File: config.mk
export PLATFORM = sky130hd
export DESIGN_NAME = udp_pktgen
export DESIGN_NICKNAME = d
export VERILOG_FILES = /design/src/rtl/udp_pktgen.sv
export SDC_FILE = /design/constraint.sdc
export NUM_CORES = 1
export LEC_CHECK = 0
export BUFFER_PORTS_ARGS = -buffer_cell sky130_fd_sc_hd__buf_2
export CORE_ASPECT_RATIO = 1.2
export CORE_MARGIN = 5
export CORE_UTILIZATION = 35
export CTS_CLUSTER_SIZE = 14
export DETAILED_ROUTE_END_ITERATION = 7
export GPL_ROUTABILITY_DRIVEN = 0
export GPL_TIMING_DRIVEN = 0
export PLACE_DENSITY = 0.61
export RECOVER_POWER = 100
export SLEW_MARGIN = 15
export SYNTH_ARGS = -nofsm -noshare
export SYNTH_HDL_FRONTEND = slang
export SYNTH_SLANG_ARGS = --single-unit
File: constraint.sdc
create_clock -name tclk -period 9 [get_ports tclk]
set_clock_uncertainty 0.05 [all_clocks]
set_input_delay 0.9 -clock tclk [delete_from_list [all_inputs] [get_ports tclk]]
set_output_delay 0.9 -clock tclk [all_outputs]
set_load 0.02 [all_outputs]
File: src/rtl/udp_pktgen.sv
// ---------------------------------------------------------------------------
// udp_pktgen -- GMII Ethernet/IPv4/UDP frame generator (TX side of the PHY).
//
// Frames are: preamble/SFD, 14-byte Ethernet header, 20-byte IPv4 header,
// 8-byte UDP header, patterned payload, zero padding to a 46-byte L2 payload
// and a CRC32 FCS. Frames are sent on START (single shot) or back to back
// while CONT is high, separated by IFG idle cycles plus the checksum prep.
//
// Optional feature (compile-time macro PKTGEN_SEQNUM_EN):
//   defined   -> payload bytes 0..3 carry frm_cnt big-endian, the pattern
//                resumes at byte 4.
//   undefined -> every payload byte carries the pattern.
//
// Ports:
//   tclk     in   1   GMII TX clock, the only clock
//   arstn    in   1   asynchronous active-low reset
//   start    in   1   start one frame, sampled only while idle
//   cont     in   1   continuous mode, next frame follows the gap while high
//   pay_len  in  11   UDP payload length, clamped to MAX_PAY, sampled at start
//   busy     out  1   high from frame start through the end of the gap
//   done     out  1   one-cycle pulse after the last FCS byte
//   frm_cnt  out 32   completed frame count (wraps)
//   txd      out  8   GMII TX data
//   txen     out  1   GMII TX enable
//   txer     out  1   GMII TX error, always 0
// ---------------------------------------------------------------------------
module udp_pktgen #(
  parameter logic [47:0] DST_MAC  = 48'hFFFF_FFFF_FFFF,
  parameter logic [47:0] SRC_MAC  = 48'h0200_0000_0001,
  parameter logic [31:0] SRC_IP   = 32'hC0A8_0001,
  parameter logic [31:0] DST_IP   = 32'hC0A8_0002,
  parameter logic [15:0] SRC_PORT = 16'd5000,
  parameter logic [15:0] DST_PORT = 16'd5001,
  parameter int          IFG      = 12,
  parameter int          MAX_PAY  = 1472
) (
  input  logic        tclk,
  input  logic        arstn,
  input  logic        start,
  input  logic        cont,
  input  logic [10:0] pay_len,
  output logic        busy,
  output logic        done,
  output logic [31:0] frm_cnt,
  output logic [7:0]  txd,
  output logic        txen,
  output logic        txer
);

  typedef enum logic [2:0] {IDLE, PREP, PRE, HDR, PAY, PAD, FCS, GAP} state_t;

  state_t       state;
  logic [15:0]  cnt;
  logic [10:0]  len;
  logic [19:0]  sum;
  logic [31:0]  crc;
  logic [31:0]  fcs_word;
  logic [15:0]  ip_len;
  logic [15:0]  udp_len;
  logic [15:0]  ip_csum;
  logic [15:0]  prep_word;
  logic [335:0] hdr_vec;
  logic [7:0]   nxt_byte;
  logic         last_gap;
  logic         launch;

  function automatic logic [10:0] clamp_len(input logic [10:0] req);
    if (req > 11'(MAX_PAY)) return 11'(MAX_PAY);
    return req;
  endfunction

  // One end-around-carry fold of the 20-bit one's-complement accumulator.
  function automatic logic [19:0] fold_carry(input logic [19:0] s);
    return {4'd0, s[15:0]} + {16'd0, s[19:16]};
  endfunction

  // Reflected CRC32 (0xEDB88320 is 0x04C11DB7 bit-reversed), LSB first.
  function automatic logic [31:0] crc_byte(input logic [31:0] c, input logic [7:0] d);
    logic [31:0] r;
    r = c ^ {24'd0, d};
    for (int b = 0; b < 8; b++) begin
      r = r[0] ? ((r >> 1) ^ 32'hEDB8_8320) : (r >> 1);
    end
    return r;
  endfunction

  assign ip_len   = 16'd28 + {5'd0, len};
  assign udp_len  = 16'd8 + {5'd0, len};
  assign ip_csum  = ~sum[15:0];
  assign fcs_word = ~crc;
  assign txer     = 1'b0;

  // The whole 42-byte header, first transmitted byte in the top bits.
  assign hdr_vec = {DST_MAC, SRC_MAC, 16'h0800,
                    16'h4500, ip_len, frm_cnt[15:0], 16'h4000, 8'h40, 8'h11,
                    ip_csum, SRC_IP, DST_IP,
                    SRC_PORT, DST_PORT, udp_len, 16'h0000};

  assign last_gap = (state == GAP) && (cnt == 16'(IFG - 1));
  assign launch   = ((state == IDLE) && (start || cont)) || (last_gap && cont);

  // IPv4 header words fed to the checksum accumulator, checksum field as 0.
  always_comb begin
    prep_word = 16'h0000;
    case (cnt[3:0])
      4'd0:    prep_word = 16'h4500;
      4'd1:    prep_word = ip_len;
      4'd2:    prep_word = frm_cnt[15:0];
      4'd3:    prep_word = 16'h4000;
      4'd4:    prep_word = 16'h4011;
      4'd6:    prep_word = SRC_IP[31:16];
      4'd7:    prep_word = SRC_IP[15:0];
      4'd8:    prep_word = DST_IP[31:16];
      4'd9:    prep_word = DST_IP[15:0];
      default: prep_word = 16'h0000;
    endcase
  end

  // Byte to be driven on the next edge for the current state/position.
  always_comb begin
    nxt_byte = 8'h00;
    case (state)
      PRE: nxt_byte = (cnt == 16'd7) ? 8'hD5 : 8'h55;
      HDR: nxt_byte = hdr_vec[9'd335 - {cnt[5:0], 3'b000} -: 8];
      PAY: begin
        nxt_byte = frm_cnt[7:0] + cnt[7:0];
`ifdef PKTGEN_SEQNUM_EN
        if (cnt < 16'd4) nxt_byte = frm_cnt[5'd31 - {cnt[1:0], 3'b000} -: 8];
`endif
      end
      FCS:     nxt_byte = fcs_word[{cnt[1:0], 3'b000} +: 8];
      default: nxt_byte = 8'h00;
    endcase
  end

  // Control FSM with registered GMII outputs
  always_ff @(posedge tclk or negedge arstn) begin
    if (!arstn) begin
      state   <= IDLE;
      cnt     <= 16'd0;
      txd     <= 8'h00;
      txen    <= 1'b0;
      busy    <= 1'b0;
      done    <= 1'b0;
      frm_cnt <= 32'd0;
    end else begin
      done <= 1'b0;
      case (state)
        IDLE: begin
          txen <= 1'b0;
          txd  <= 8'h00;
          if (start || cont) begin
            busy  <= 1'b1;
            cnt   <= 16'd0;
            state <= PREP;
          end
        end
        // 10 accumulate cycles + 2 carry folds
        PREP: begin
          if (cnt == 16'd11) begin
            cnt   <= 16'd0;
            state <= PRE;
          end else begin
            cnt <= cnt + 16'd1;
          end
        end
        PRE: begin
          txen <= 1'b1;
          txd  <= nxt_byte;
          if (cnt == 16'd7) begin
            cnt   <= 16'd0;
            state <= HDR;
          end else begin
            cnt <= cnt + 16'd1;
          end
        end
        HDR: begin
          txd <= nxt_byte;
          if (cnt == 16'd41) begin
            cnt   <= 16'd0;
            state <= (len == 11'd0) ? PAD : PAY;
          end else begin
            cnt <= cnt + 16'd1;
          end
        end
        PAY: begin
          txd <= nxt_byte;
          if (cnt == {5'd0, len} - 16'd1) begin
            cnt   <= 16'd0;
            state <= (len < 11'd18) ? PAD : FCS;
          end else begin
            cnt <= cnt + 16'd1;
          end
        end
        // Pad brings the L2 payload up to 46 bytes (18 - len zero bytes)
        PAD: begin
          txd <= nxt_byte;
          if (cnt == 16'd17 - {5'd0, len}) begin
            cnt   <= 16'd0;
            state <= FCS;
          end else begin
            cnt <= cnt + 16'd1;
          end
        end
        FCS: begin
          txd <= nxt_byte;
          if (cnt == 16'd3) begin
            cnt   <= 16'd0;
            state <= GAP;
          end else begin
            cnt <= cnt + 16'd1;
          end
        end
        GAP: begin
          txen <= 1'b0;
          txd  <= 8'h00;
          if (cnt == 16'd0) begin
            done    <= 1'b1;
            frm_cnt <= frm_cnt + 32'd1;
          end
          if (last_gap) begin
            cnt <= 16'd0;
            if (cont) begin
              state <= PREP;
            end else begin
              state <= IDLE;
              busy  <= 1'b0;
            end
          end else begin
            cnt <= cnt + 16'd1;
          end
        end
        default: state <= IDLE;
      endcase
    end
  end

  // Datapath: latched length, IP checksum accumulator, running CRC
  always_ff @(posedge tclk) begin
    if (launch) begin
      len <= clamp_len(pay_len);
      sum <= 20'd0;
    end
    case (state)
      PREP: begin
        if (cnt < 16'd10) sum <= sum + {4'd0, prep_word};
        else              sum <= fold_carry(sum);
      end
      PRE:           crc <= 32'hFFFF_FFFF;
      HDR, PAY, PAD: crc <= crc_byte(crc, nxt_byte);
      default: ;
    endcase
  end

endmodule

# Yosys cells after proc, flatten, opt, wreduce, memory -nomap -nowiden
# Cells that the tools add are included.
[word_totals] wordCells=135 input_bits=15 regBits=125 out_inout_bits=44
[classes] n_bitwise=11 order_cmp=3 reduce_logical=21 n_addsub=10 shift=2 muxes=48 eq_ne=30
[ops] cell="$shiftx 343x10->8" n=1
[ops] cell="$mux 32" n=8
[ops] cell="$pmux 16 s8" n=2
[ops] cell="$mux 16" n=8
[ops] cell="$not 13->14" n=8
[ops] cell="$pmux 32 s2" n=1
[ops] cell="$mux 20" n=3
[ops] cell="$add 32x1->32 const B" n=1
[ops] cell="$eq 16x16->1" n=2
[ops] cell="$not 32->32" n=1
[ops] cell="$pmux 8 s4" n=1
[ops] cell="$shiftx 32x6->8" n=1
[ops] cell="$xor 32x8->32" n=1
[ops] cell="$mux 3" n=8
[ops] cell="$pmux 3 s8" n=1
[ops] cell="$mux 11" n=2
[ops] cell="$add 20x16->20" n=1
[ops] cell="$add 16x4->17" n=1
[ops] cell="$add 16x1->16 const B" n=1
[ops] cell="$eq 16x2->1 const B" n=1
[ops] cell="$eq 16x3->1 const B" n=1
[ops] cell="$eq 16x4->1 const B" n=1
[ops] cell="$eq 16x6->1 const B" n=1
[ops] cell="$logic_not 16->1" n=1
[ops] cell="other kinds (36)" n=68

# Depth between registers and ports, before layout
# Gate-level depths: netlist of the first run.
[logic_depth] depth_word=21 depth_mapped=19 mapped_depth_nobuf=19

# Least setup slack after synthesis of the first run
# Ideal clock, no wire load.
[synth_path] path_type="register to register" from="register cnt[1]" to="register sum[16] (data pin)" path_stages_with_launch=18 synth_period_minus_slack_ns=4.120 setup_ns=0.266 arrival_ns=3.804 path_buffers=1 required_time_ns=8.684 slack_ns=4.880 cell_sequence="dfrtp_1 -> inv_1 -> ha_1 -> clkbuf_1 -> a221oi_1 -> a211oi_1 -> ha_1 -> fa_1 -> a21o_1 -> a21oi_1 -> o21bai_1 -> a21oi_1 -> o211a_1 -> o31ai_1 -> o41ai_1 -> xnor2_1 -> a21oi_1 -> nor2_1"
[synth_between] elab_chain_cells=6 word_cells_on_any_way=15 cone_classes="add/sub (1); order compare (1); eq/ne (8); mux (3); reduce/logical (2)"
[synth_rtl] element="start, declared" line="53" source="logic [15:0] cnt;"
[synth_rtl] element="start signal, assigned" line="164" source="cnt <= cnt + 16'd1;"
[synth_rtl] element="start signal, assigned" line="174" source="cnt <= cnt + 16'd1;"
[synth_rtl] element="start signal, assigned" line="183" source="cnt <= cnt + 16'd1;"
[synth_rtl] element="$eq 4x4->1 / $eq 4x3->1 (equally long branches)" line="105" source="case (cnt[3:0])"
[synth_rtl] element="$reduce_or 2->1 (no source line)"
[synth_rtl] element="$pmux 16 s8" line="105"
[synth_rtl] element="$add 20x16->20" line="246" source="if (cnt < 16'd10) sum <= sum + {4'd0, prep_word};"
[synth_rtl] element="$mux 20 *" line="246"
[synth_rtl] element="$mux 20 *" line="244" source="case (state)"
[synth_rtl] element="end signal, assigned" line="246"
[synth_rtl] element="end signal, assigned" line="247" source="else sum <= fold_carry(sum);"
[synth_rtl] element="end, declared" line="55" source="logic [19:0] sum;"
# Every way passes the cells marked *; elsewhere a longest branch is shown, timed or not.
# A chain may end at the register's enable or synchronous reset.

# Final worst setup path of the first run
[layout_path] from="register cnt[0]" to="register sum[16] (data pin)"
# Same word-level chain as after synthesis.

==> results.md, run 1 <==
* Max Clk Rate at 175.2 MHz
* Final Core Density at 39.79%
* Die area at 32660 um^2
* DRT antenna net count at 0
* Gr ovfl total at 0
* Fin crit share at 63.41%
* Post-route cell area at 11440 um^2
* Initial antenna violation count at 1
* Max-slew violation count at 70
* Status: finished, violations left
* Starting Density at 35.46%
* Initial DRC Count at 811
* WL/cell at 19.93 um
* Chip width at 165.8 um
* Worst hold path startpoint: frm_cnt[31]
* Placed Area at 11010 um^2
* Fin crit period at 5.706 ns
* Root Driver: clkbuf_16
* Crit. End Element: register
* Max-cap violations at 2
* Vias at 8818
* Clock buffer depth at 2
* Diodes inserted at 0
* Die height at 197.0 um
* Peak supply drop at 0.3842 mV
* Layout area overhead at 12.22%
* Drt drc at 0
* Rows at 68
* Post-Route WL at 31670 um
* Synth Area per Inst at 9.162 um^2
* Number of global-route vias before repair at 8747
* Post-CTS Setup Inserts at 0
* RSZ-0062 raised after global routing: false
* # clock sinks at 125
* Final hold violations at 0
* Fill count at 3018
* Most common cell after layout, fill and taps aside: nand2_1
* Clk slew on worst S/H paths at 0.08 ns
* Hpwl dp at 24600 um
* Worst Hold Class: reg -> reg
* Skew-Pair Late Insertion Delay at 0.44 ns
* Worst Path Max Fanout at 10
* Yosys cell types at 88
* Leakage at 4.516 nW
* Drt via density at 5.549
* CTS Buf Count at 17
* Crit path largest cell delay at 0.58 ns
* Seq/Total Area, Yosys at 33.77%
* Worst Setup SP: cnt[0]
* CP max stage cell: clkbuf_1
* CTS tree: built
* Top FF cell, synth: edfxtp_1
* Flops & latches, synth at 125
* P per Cell Area at 463.8 nW/um^2
* Synthesized area at 10200 um^2
* Crit Path Class: reg -> reg
* Data required, critical path at 9.12 ns
* Worst Tran Pin Value at 3.184 ns
* Final hold slack at 0.4194 ns
* Post-placement cell count at 1557
* Fin cells at 1589
* Slew HR at -112.3%
* Largest net degree at the start of global routing at 57
* Worst path arrival time at 5.83 ns
* Startpoint Class: register
* Post-synth EDFFs at 63
* First-pass GRT wire length at 49300 um
* Most frequent cells in the layout: nand2_1, xnor2_1, nor2_1
* Crit-path most repeated cell: a21oi_1
* Asr flop ratio synth at 49.60%
* Post_cts resized at 0
* Num ports at 59
* Final setup viols at 0
* Syn Nets at 1176
* Hold buffers post-CTS at 0
* Nets at 1254
* Share of cells above drive strength 1 at 7.973%
* CP cell instances: clkbuf_1 -> inv_1 -> ha_1 -> clkbuf_1 -> a221oi_1 -> a211oi_1 -> ha_1 -> fa_1 -> a21o_1 -> a21oi_1 -> o21bai_1 -> a21oi_1 -> o211a_1 -> o31ai_1 -> o41ai_1 -> xnor2_1 -> a21oi_1 -> nor2_1
* First-pass DRT Iterations at 7
* Reg2reg start: cnt[0]
* GRT Total Usage at 19.04%
* Violated checks: capacitance limit, slew limit
* Setup TNS at 0 ns
* Synth warn at 0
* H-tree Lvls at 4
* Mapped Cells at 1113
* PortBufs at 57
* Core box area at 28760 um^2
routing by layer:
metal | global-route usage [%] | part of all wire, %
met3 | 3.390 | 5.4
met2 | 32.66 | 48
met1 | 22.74 | 40
met5 | 0 | 0.041
met4 | 10.42 | 5.7
final timing paths:
check,end,slack (ns),cells past startpoint
worst max-delay path,sum[16],3.29,18
worst min-delay path,frm_cnt[31],0.42,1
worst max register to register,sum[16],3.29,18
worst min register to register,frm_cnt[31],0.42,1
max in group asynchronous,state[1],4.98,2
min in group asynchronous,txd[7],0.45,1
sequential cells by signal (all words and copies together) (netlist names), 3 cells and up:
name	flops
cnt	16
crc	32
len	11
frm_cnt	32
txd	8
state	3
sum	20
worst max-delay path, delay by kind of cell, from the launching register on:
| family | cells | cell delay (ns) |
|---|---|---|
| compound gates | 10 | 2.48 |
| flops | 1 | 0.56 |
| buf+inv | 3 | 1.18 |
| fa+ha+maj | 3 | 0.96 |
| simple gates | 1 | 0.05 |
| xor+xnor | 1 | 0.13 |
metrics by stage:
step                      setup slack, ns  power (mW)
after global placement              3.934       4.582
after CTS                           3.847       5.345
after global routing                3.030       5.693
final                               3.294       5.308
after detailed placement            3.852       4.618
after floorplan                     4.880       3.805
Yosys cell counts, types with 29 or more instances:
cell type	n	area [um^2]
nand2_1	118	442.9
xnor2_1	99	867.1
nor2_1	86	322.8
edfxtp_1	63	1892
dfrtp_1	62	1551
xor2_1	59	516.8
o21ai_0	56	280.3
a21oi_1	53	265.3
ha_1	45	563.0
nor3_1	39	195.2
inv_1	32	120.1
nand3_1	30	150.1
clkbuf_1	29	108.9
cell families after synthesis:
| logic type | Yosys count | synth area share, % |
|---|---|---|
| buf+inv | 89 | 4.086 |
| flops | 125 | 33.77 |
| other cells | 1 | 0.03677 |
| mux | 35 | 4.515 |
| simple gates | 409 | 20.02 |
| compound gates | 237 | 15.85 |
| fa+ha+maj | 48 | 6.110 |
| xor+xnor | 169 | 15.61 |
area by class of cell:
cell class / instances / area [um^2] / area share [%]
inverters: 33 / 123.9 / 1.082
flip-flops and latches: 125 / 3443 / 30.09
clock buffers: 17 / 425.4 / 3.717
repair buffers: 59 / 240.2 / 2.099
plain buffers: 56 / 276.5 / 2.416
multi-input cells: 899 / 6287 / 54.94
clock inverters: 15 / 165.2 / 1.443
well taps: 385 / 481.7 / 4.209
power by group:
part | switching [mW] | total (mW) | internal (mW)
Combinational | 2.06 | 3.54 | 1.48
Sequential | 0.168 | 1.07 | 0.906
Clock | 0.322 | 0.696 | 0.375
Total | 2.55 | 5.31 | 2.76
Note: power is estimated with default switching activity, not from simulation.
==> run 2, diff against run 1 <==
- ABC_AREA: default -> 1
- PLACE_DENSITY: 0.61 -> 0.62
- clock period: 9 -> 5.15 ns (I/O delays scaled with it)
==> results.md, run 2 <==
* Synth area leader: edfxtp_1
* Rows at 70 (+2.9%)
* Worst Tran Pin Value at 2.222 ns (-0.9621 ns)
* Fin crit share at 90.60% (+27 points)
* Yosys cell types at 59 (-33%)
* Final Core Density at 39.42% (-0.37 points)
* Critical Path Sink: crc[26]
* Count leader, synth: nand2_1
* Fin cells at 2056 (+29%)
* Starting Density at 35.56% (+0.10 points)
* CTS Buf Count at 17 (unchanged)
* PortBufs at 57 (unchanged)
* Hpwl dp at 27350 um (+11%)
* Sw power at 517.6 uW (-80%)
* Synth warn at 0 (unchanged)
* Combinational Power Share at 1.3% (-65 points)
* Max Clk Rate at 214.3 MHz (+22%)
* Synth top area cells: edfxtp_1, nand2_1, dfrtp_1, nand3_1, inv_1
* Clock Power Share at 50.9% (+38 points)
* FF+latch area at 3443 um^2 (unchanged)
* Post_cts resized at 0 (unchanged)
* Clock buffer depth at 2 (unchanged)
* Flops & latches, synth at 125 (unchanged)
* Seq/Total Area, Yosys at 31.58% (-2.2 points)
* Clk slew on worst S/H paths at 0.06 ns (-0.02 ns)
* Synth top area share at 17.35% (-1.2 points)
* Fill count at 3272 (+8.4%)
* Syn Nets at 1631 (+39%)
* Mapped Cells at 1568 (+41%)
* Final total power at 2.188 mW (-59%)
* Die area at 34790 um^2 (+6.5%)
* DRT antenna net count at 0 (unchanged)
* H-tree Lvls at 4 (unchanged)
* Most common cell after layout, fill and taps aside: nand2_1
* Layout area overhead at 10.86%
* CTS tree: built
* Core box area at 30650 um^2 (+6.6%)
* Number of global-route vias before repair at 10510 (+20%)
* Reg2Reg Setup Slack at 0.48 ns (-2.81 ns)
* Hold buffers post-CTS at 1 (+1)
* Leakage at 5.747 nW (+27%)
* P per Cell Area at 181.1 nW/um^2 (-61%)
* Flop pwr share at 47.8% (+28 points)
* Crit Path Class: reg -> reg
* Num ports at 59 (unchanged)
* RSZ-0062 raised after global routing: false
* Largest net degree at the start of global routing at 38 (-33%)
* Worst Setup SP: cnt[1]
* Share of cells above drive strength 1 at 6.386% (-1.6 points)
* Drt via density at 5.274 (-5.0%)
* Final hold violations at 0 (unchanged)
* R2R Path End: crc[26]
* Largest regs: crc: 32 flops, frm_cnt: 32 flops, sum: 20 flops
* Nets at 1710 (+36%)
* Skew-Pair Late Insertion Delay at 0.45 ns (about the same)
* Worst Path Max Fanout at 12 (+2)
* Top FF cell, synth: edfxtp_1
* First-pass GRT wire length at 55510 um (+13%)
* Final setup viols at 0 (unchanged)
* Most instantiated cells after synthesis: nand2_1, inv_1, nand3_1
* Worst Hold Class: in -> reg
* Status: finished, violations left
* Peak supply drop at 0.1625 mV (-58%)
* Vias at 10840 (+23%)
* Gr ovfl total at 0 (unchanged)
* Violated checks: capacitance limit, slew limit
* Post-synth EDFFs at 63 (unchanged)
* First-pass DRT Iterations at 7 (unchanged)
* Crit. End Element: register
* Root Driver: clkbuf_16
* Worst path arrival time at 4.78 ns (-1.05 ns)
* Initial antenna violation count at 0 (-1)
* Synthesized area at 10900 um^2 (+6.9%)
* Drt drc at 0 (unchanged)
* GRT Total Usage at 20.06% (+1.0 points)
* Die height at 203.3 um (+3.2%)
* Slew HR at -48.15% (+64 points)
* Chip width at 171.1 um (+3.2%)
* Max-slew violation count at 59 (-16%)
* Reg2reg start: cnt[1]
* Startpoint Class: register
* Data required, critical path at 5.27 ns (-3.85 ns)
* Multi-input gate area in the final layout at 6401 um^2 (+1.8%)
* Diodes inserted at 0 (unchanged)
* Initial DRC Count at 990 (+22%)
* Most frequent cells in the layout: nand2_1, inv_1, nand3_1
* Post-Route WL at 35100 um (+11%)
* WL/cell at 17.07 um (-14%)
* # clock sinks at 125 (unchanged)
* Setup TNS at 0 ns (unchanged)
* Post-CTS Setup Inserts at 0 (unchanged)
* Sw Ratio at 23.65% (-24 points)
* Post-placement cell count at 2023 (+30%)
* Max-cap violations at 2 (unchanged)
* R2R cell count at 20 (+2)
* Asr flop ratio synth at 49.60% (unchanged)
* Fin crit period at 4.666 ns (-1.041 ns)
* Int Power at 1.671 mW (-39%)
* Synth Area per Inst at 6.953 um^2 (-24%)
==> run 2: cell count changes in the layout (fill, tap and decap cells not counted), sizes merged, moves of 16 or more <==
cell    delta
nor2      +35
nor3      -17
nand4     +18
and3      -21
xnor2     -79
inv      +170
o21ai     +16
nand2    +345
a21oi     +20
mux2i     -22
nand2b    -25
nand3    +129
==> run 2: cells by family (layout without fill, tap and decap cells) <==
family | Yosys count | after routing | synth area share, %
buf+inv | 245 | 337 | 9.009
fa+ha+maj | 48 | 48 | 5.716
simple gates | 839 | 839 | 33.95
other cells | 1 | 1 | 0.03440
compound gates | 213 | 213 | 11.40
xor+xnor | 97 | 97 | 8.310
flops | 125 | 125 | 31.58
==> run 2: layout make-up <==
| class | instances | share of cell area, % |
|---|---|---|
| Tap cell | 396 | 4.100 |
| Sequential cell | 125 | 28.49 |
| Buffer | 33 | 1.418 |
| Clock buffer | 20 | 3.613 |
| Inverter | 212 | 6.605 |
| Multi-Input combinational cell | 1198 | 52.97 |
| Timing Repair Buffer | 60 | 2.040 |
| Clock inverter | 12 | 0.7661 |
==> run 2: power groups by stage <==
stage / clock network [mW] / registers, mW / logic (mW)
2_1_floorplan: 0 / 1.07 / 0.00859
3_3_place_gp: 0 / 1.06 / 0.0296
3_5_place_dp: 0 / 1.06 / 0.0320
4_1_cts: 1.13 / 1.04 / 0.0328
5_1_grt: 1.17 / 1.04 / 0.0341
6_report: 1.11 / 1.05 / 0.0293
==> run 2: metal layers <==
layer	wire [um]	track usage [%]	vias to the layer above
met5	0	0	-
met4	1496	9.284	0
met3	1773	2.772	95
met2	17570	35.30	355
met1	14260	24.03	5076
li1	-	-	5317
==> run 2: per-stage QoR <==
step	area [um^2]	worst slack (ns)	hold WS (ns)
after floorplan	10900	1.617	0.1694
after global placement	11680	0.5607	0.4071
after detailed placement	11720	0.6251	0.4006
after CTS	12250	0.6196	0.3015
after global routing	12090	0.1842	0.3392
final	12090	0.4843	0.3273
==> run 2: critical path, cell delays in order, from the launching register on <==
cell      delay, ns
dfrtp_1        0.52
clkbuf_1       0.45
inv_4          0.18
ha_1           0.46
inv_1          0.13
clkbuf_1       0.45
o21ai_0        0.23
nor3_1         0.20
nor2_1         0.07
nand2_1        0.06
nand3_1        0.10
nand2_1        0.16
nand3_1        0.11
nand2_1        0.33
nand2_1        0.09
nand2_1        0.30
nand2_1        0.09
nand2_1        0.16
inv_1          0.11
nand2_1        0.07
nand3_1        0.08
==> run 2: worst min path at each step <==
| stage | startpoint | to | slack (ns) | cells past startpoint |
|---|---|---|---|---|
| floorplan | arstn | busy | 0.17 | 0 |
| global placement | frm_cnt[31] | frm_cnt[31] | 0.41 | 1 |
| detailed placement | arstn | txd[5] | 0.40 | 1 |
| finish | pay_len[10] | len[10] | 0.33 | 2 |
| CTS | pay_len[10] | len[10] | 0.30 | 2 |
| global route | pay_len[8] | len[8] | 0.34 | 3 |
==> run 3, diff against run 2 <==
- PLACE_DENSITY: 0.62 -> default
- PLACE_DENSITY_LB_ADDON: default -> 0.12
==> results.md, run 3 (synthesis results as in run 2) <==
* Share of cells above drive strength 1 at 6.201% (-0.18 points)
* Initial DRC Count at 776 (-22%)
* CP cell instances: clkbuf_1 -> inv_4 -> ha_1 -> inv_1 -> clkbuf_1 -> o21ai_0 -> nor3_1 -> nor2_1 -> nand2_1 -> nand3_1 -> nand2_1 -> nand3_1 -> nand2_1 -> nand2_1 -> nand2_1 -> nand2_1 -> nand2_1 -> inv_1 -> nand2_1 -> nand3_1
* Final total power at 2.250 mW (+2.8%)
* Clk slew on worst S/H paths at 0.06 ns (about the same)
* # clock sinks at 125 (unchanged)
* Leakage at 5.749 nW (about the same)
* RSZ-0062 raised after global routing: false
* Clock buffer depth at 2 (unchanged)
* Fin crit period at 4.768 ns (+0.1021 ns)
* Combinational Power Share at 1.3% (about the same)
* Reg2Reg Setup Slack at 0.38 ns (-0.10 ns)
* Violated checks: capacitance limit, slew limit
* Max Clk Rate at 209.7 MHz (-2.1%)
* Peak supply drop at 0.1713 mV (+5.4%)
* Fin crit share at 92.58% (+2.0 points)
* First-pass DRT Iterations at 5 (-2)
* Final hold violations at 0 (unchanged)
* Hold buffers post-CTS at 1 (unchanged)
* Nets at 1711 (+0.058%)
* Data required, critical path at 5.27 ns (about the same)
* CTS tree: built
* Max-cap violations at 2 (unchanged)
* Die height at 203.3 um (unchanged)
* Vias at 10650 (-1.8%)
* Crit-path most repeated cell: nand2_1
* Initial antenna violation count at 0 (unchanged)
* Worst Path Buf+Inv at 5 (unchanged)
* Number of global-route vias before repair at 10240 (-2.6%)
* Num ports at 59 (unchanged)
* Clock Power Share at 52.3% (+1.4 points)
* Root Driver: clkbuf_16
* Largest regs: crc: 32 flops, frm_cnt: 32 flops, sum: 20 flops
* Layout area overhead at 10.98%
* Crit Path Class: reg -> reg
* DRT antenna net count at 0 (unchanged)
* Rows at 70 (unchanged)
* Int Power at 1.717 mW (+2.8%)
* Most frequent cells in the layout: nand2_1, inv_1, nand3_1
* Cell family with the largest share of critical-path delay: simple AND/OR/NAND/NOR gates
* Die area at 34790 um^2 (unchanged)
* Crit path largest cell delay at 0.50 ns (-0.02 ns)
* Largest net degree at the start of global routing at 48 (+26%)
* Sw power at 532.3 uW (+2.8%)
* Core box area at 30650 um^2 (unchanged)
* Setup TNS at 0 ns (unchanged)
* Hpwl dp at 29570 um (+8.1%)
* Gr ovfl total at 0 (unchanged)
* CTS Buf Count at 17 (unchanged)
* Flop pwr share at 46.5% (-1.3 points)
* Worst Hold Class: in -> reg
* Final setup viols at 0 (unchanged)
* Diodes inserted at 0 (unchanged)
* Drt drc at 0 (unchanged)
* WL/cell at 18.33 um (+7.4%)
* Starting Density at 35.56% (unchanged)
* PortBufs at 57 (unchanged)
* Max-slew violation count at 69 (+17%)
* Worst path arrival time at 4.88 ns (+0.10 ns)
* Crit. End Element: register
* Chip width at 171.1 um (unchanged)
* CP max stage cell: dfrtp_1
* Post-CTS Setup Inserts at 0 (unchanged)
* P per Cell Area at 185.9 nW/um^2 (+2.7%)
* First-pass GRT wire length at 58060 um (+4.6%)
* Status: finished, violations left
* Post-Route WL at 37700 um (+7.4%)
* H-tree Lvls at 4 (unchanged)
* Worst Path Max Fanout at 12 (unchanged)
* Fill count at 3330 (+1.8%)
* Slew HR at -88.06% (-40 points)
* Drt via density at 5.177 (-1.8%)
* Most common cell after layout, fill and taps aside: nand2_1
* Worst Tran Pin Value at 2.821 ns (+0.5987 ns)
* Post_cts resized at 0 (unchanged)
* Sw Ratio at 23.66% (about the same)
* GRT Total Usage at 21.57% (+1.5 points)
* Startpoint Class: register
* Skew-Pair Late Insertion Delay at 0.45 ns (about the same)
==> run 3: worst reg2reg max path, delay by kind of cell (launching register included) <==
kind | cells | cell delay [ns]
adder cells (fa/ha/maj) | 1 | 0.46
flip-flops | 1 | 0.50
AO/OA/AOI/OAI | 1 | 0.20
AND/OR/NAND/NOR | 13 | 1.87
buffers and inverters | 5 | 1.40
==> run 3: area by class of cell <==
| type | instances | area [um^2] | share of cell area (%) |
|---|---|---|---|
| multi-input combinational | 1198 | 6394 | 52.84 |
| sequential | 125 | 3443 | 28.46 |
| inverter | 212 | 798.3 | 6.598 |
| tap | 396 | 495.5 | 4.095 |
| clock buffer | 19 | 432.9 | 3.578 |
| timing repair buffer | 61 | 249.0 | 2.058 |
| buffer | 33 | 171.4 | 1.417 |
| clock inverter | 13 | 115.1 | 0.9514 |
==> run 3: power groups by stage <==
| stage | clock network (mW) | registers (mW) | logic, mW |
|---|---|---|---|
| global route | 1.25 | 1.04 | 0.0338 |
| finish | 1.18 | 1.05 | 0.0287 |
| floorplan | 0 | 1.07 | 0.00859 |
| detailed placement | 0 | 1.06 | 0.0326 |
| CTS | 1.20 | 1.04 | 0.0332 |
| global placement | 0 | 1.06 | 0.0292 |
==> run 3: path summary, 6_finish.rpt <==
| check | from | endpoint | cells past startpoint |
|---|---|---|---|
| worst min register to register | frm_cnt[31] | frm_cnt[31] | 1 |
| max in group asynchronous | arstn | cnt[11] | 3 |
| worst min-delay path | cont | busy | 3 |
| min in group asynchronous | arstn | frm_cnt[31] | 2 |
| worst max register to register | cnt[1] | crc[23] | 20 |
| worst max-delay path | cnt[1] | crc[23] | 20 |
==> run 3: layer usage <==
metal	vias up	part of all wire (%)	global-route usage, %	wire, um
met5	-	0	0	0
met4	0	2.7	7.671	1035
met3	60	3.3	2.152	1255
met2	242	51	38.64	19280
met1	5009	43	26.75	16130
li1	5338	-	-	-
==> run 3: per-stage QoR <==
| step | util [%] | hold WS, ns | worst slack (ns) | cells | cell area (um^2) |
|---|---|---|---|---|---|
| after global routing | 39.47 | 0.3209 | 0.08540 | 2057 | 12100 |
| after global placement | 38.11 | 0.4068 | 0.4753 | 2021 | 11680 |
| after floorplan | - | 0.1694 | 1.617 | 1568 | 10900 |
| after detailed placement | 38.33 | 0.3541 | 0.5229 | 2024 | 11750 |
| final | 39.47 | 0.3100 | 0.3822 | 2057 | 12100 |
| after CTS | 40.15 | 0.2938 | 0.5089 | 2057 | 12310 |
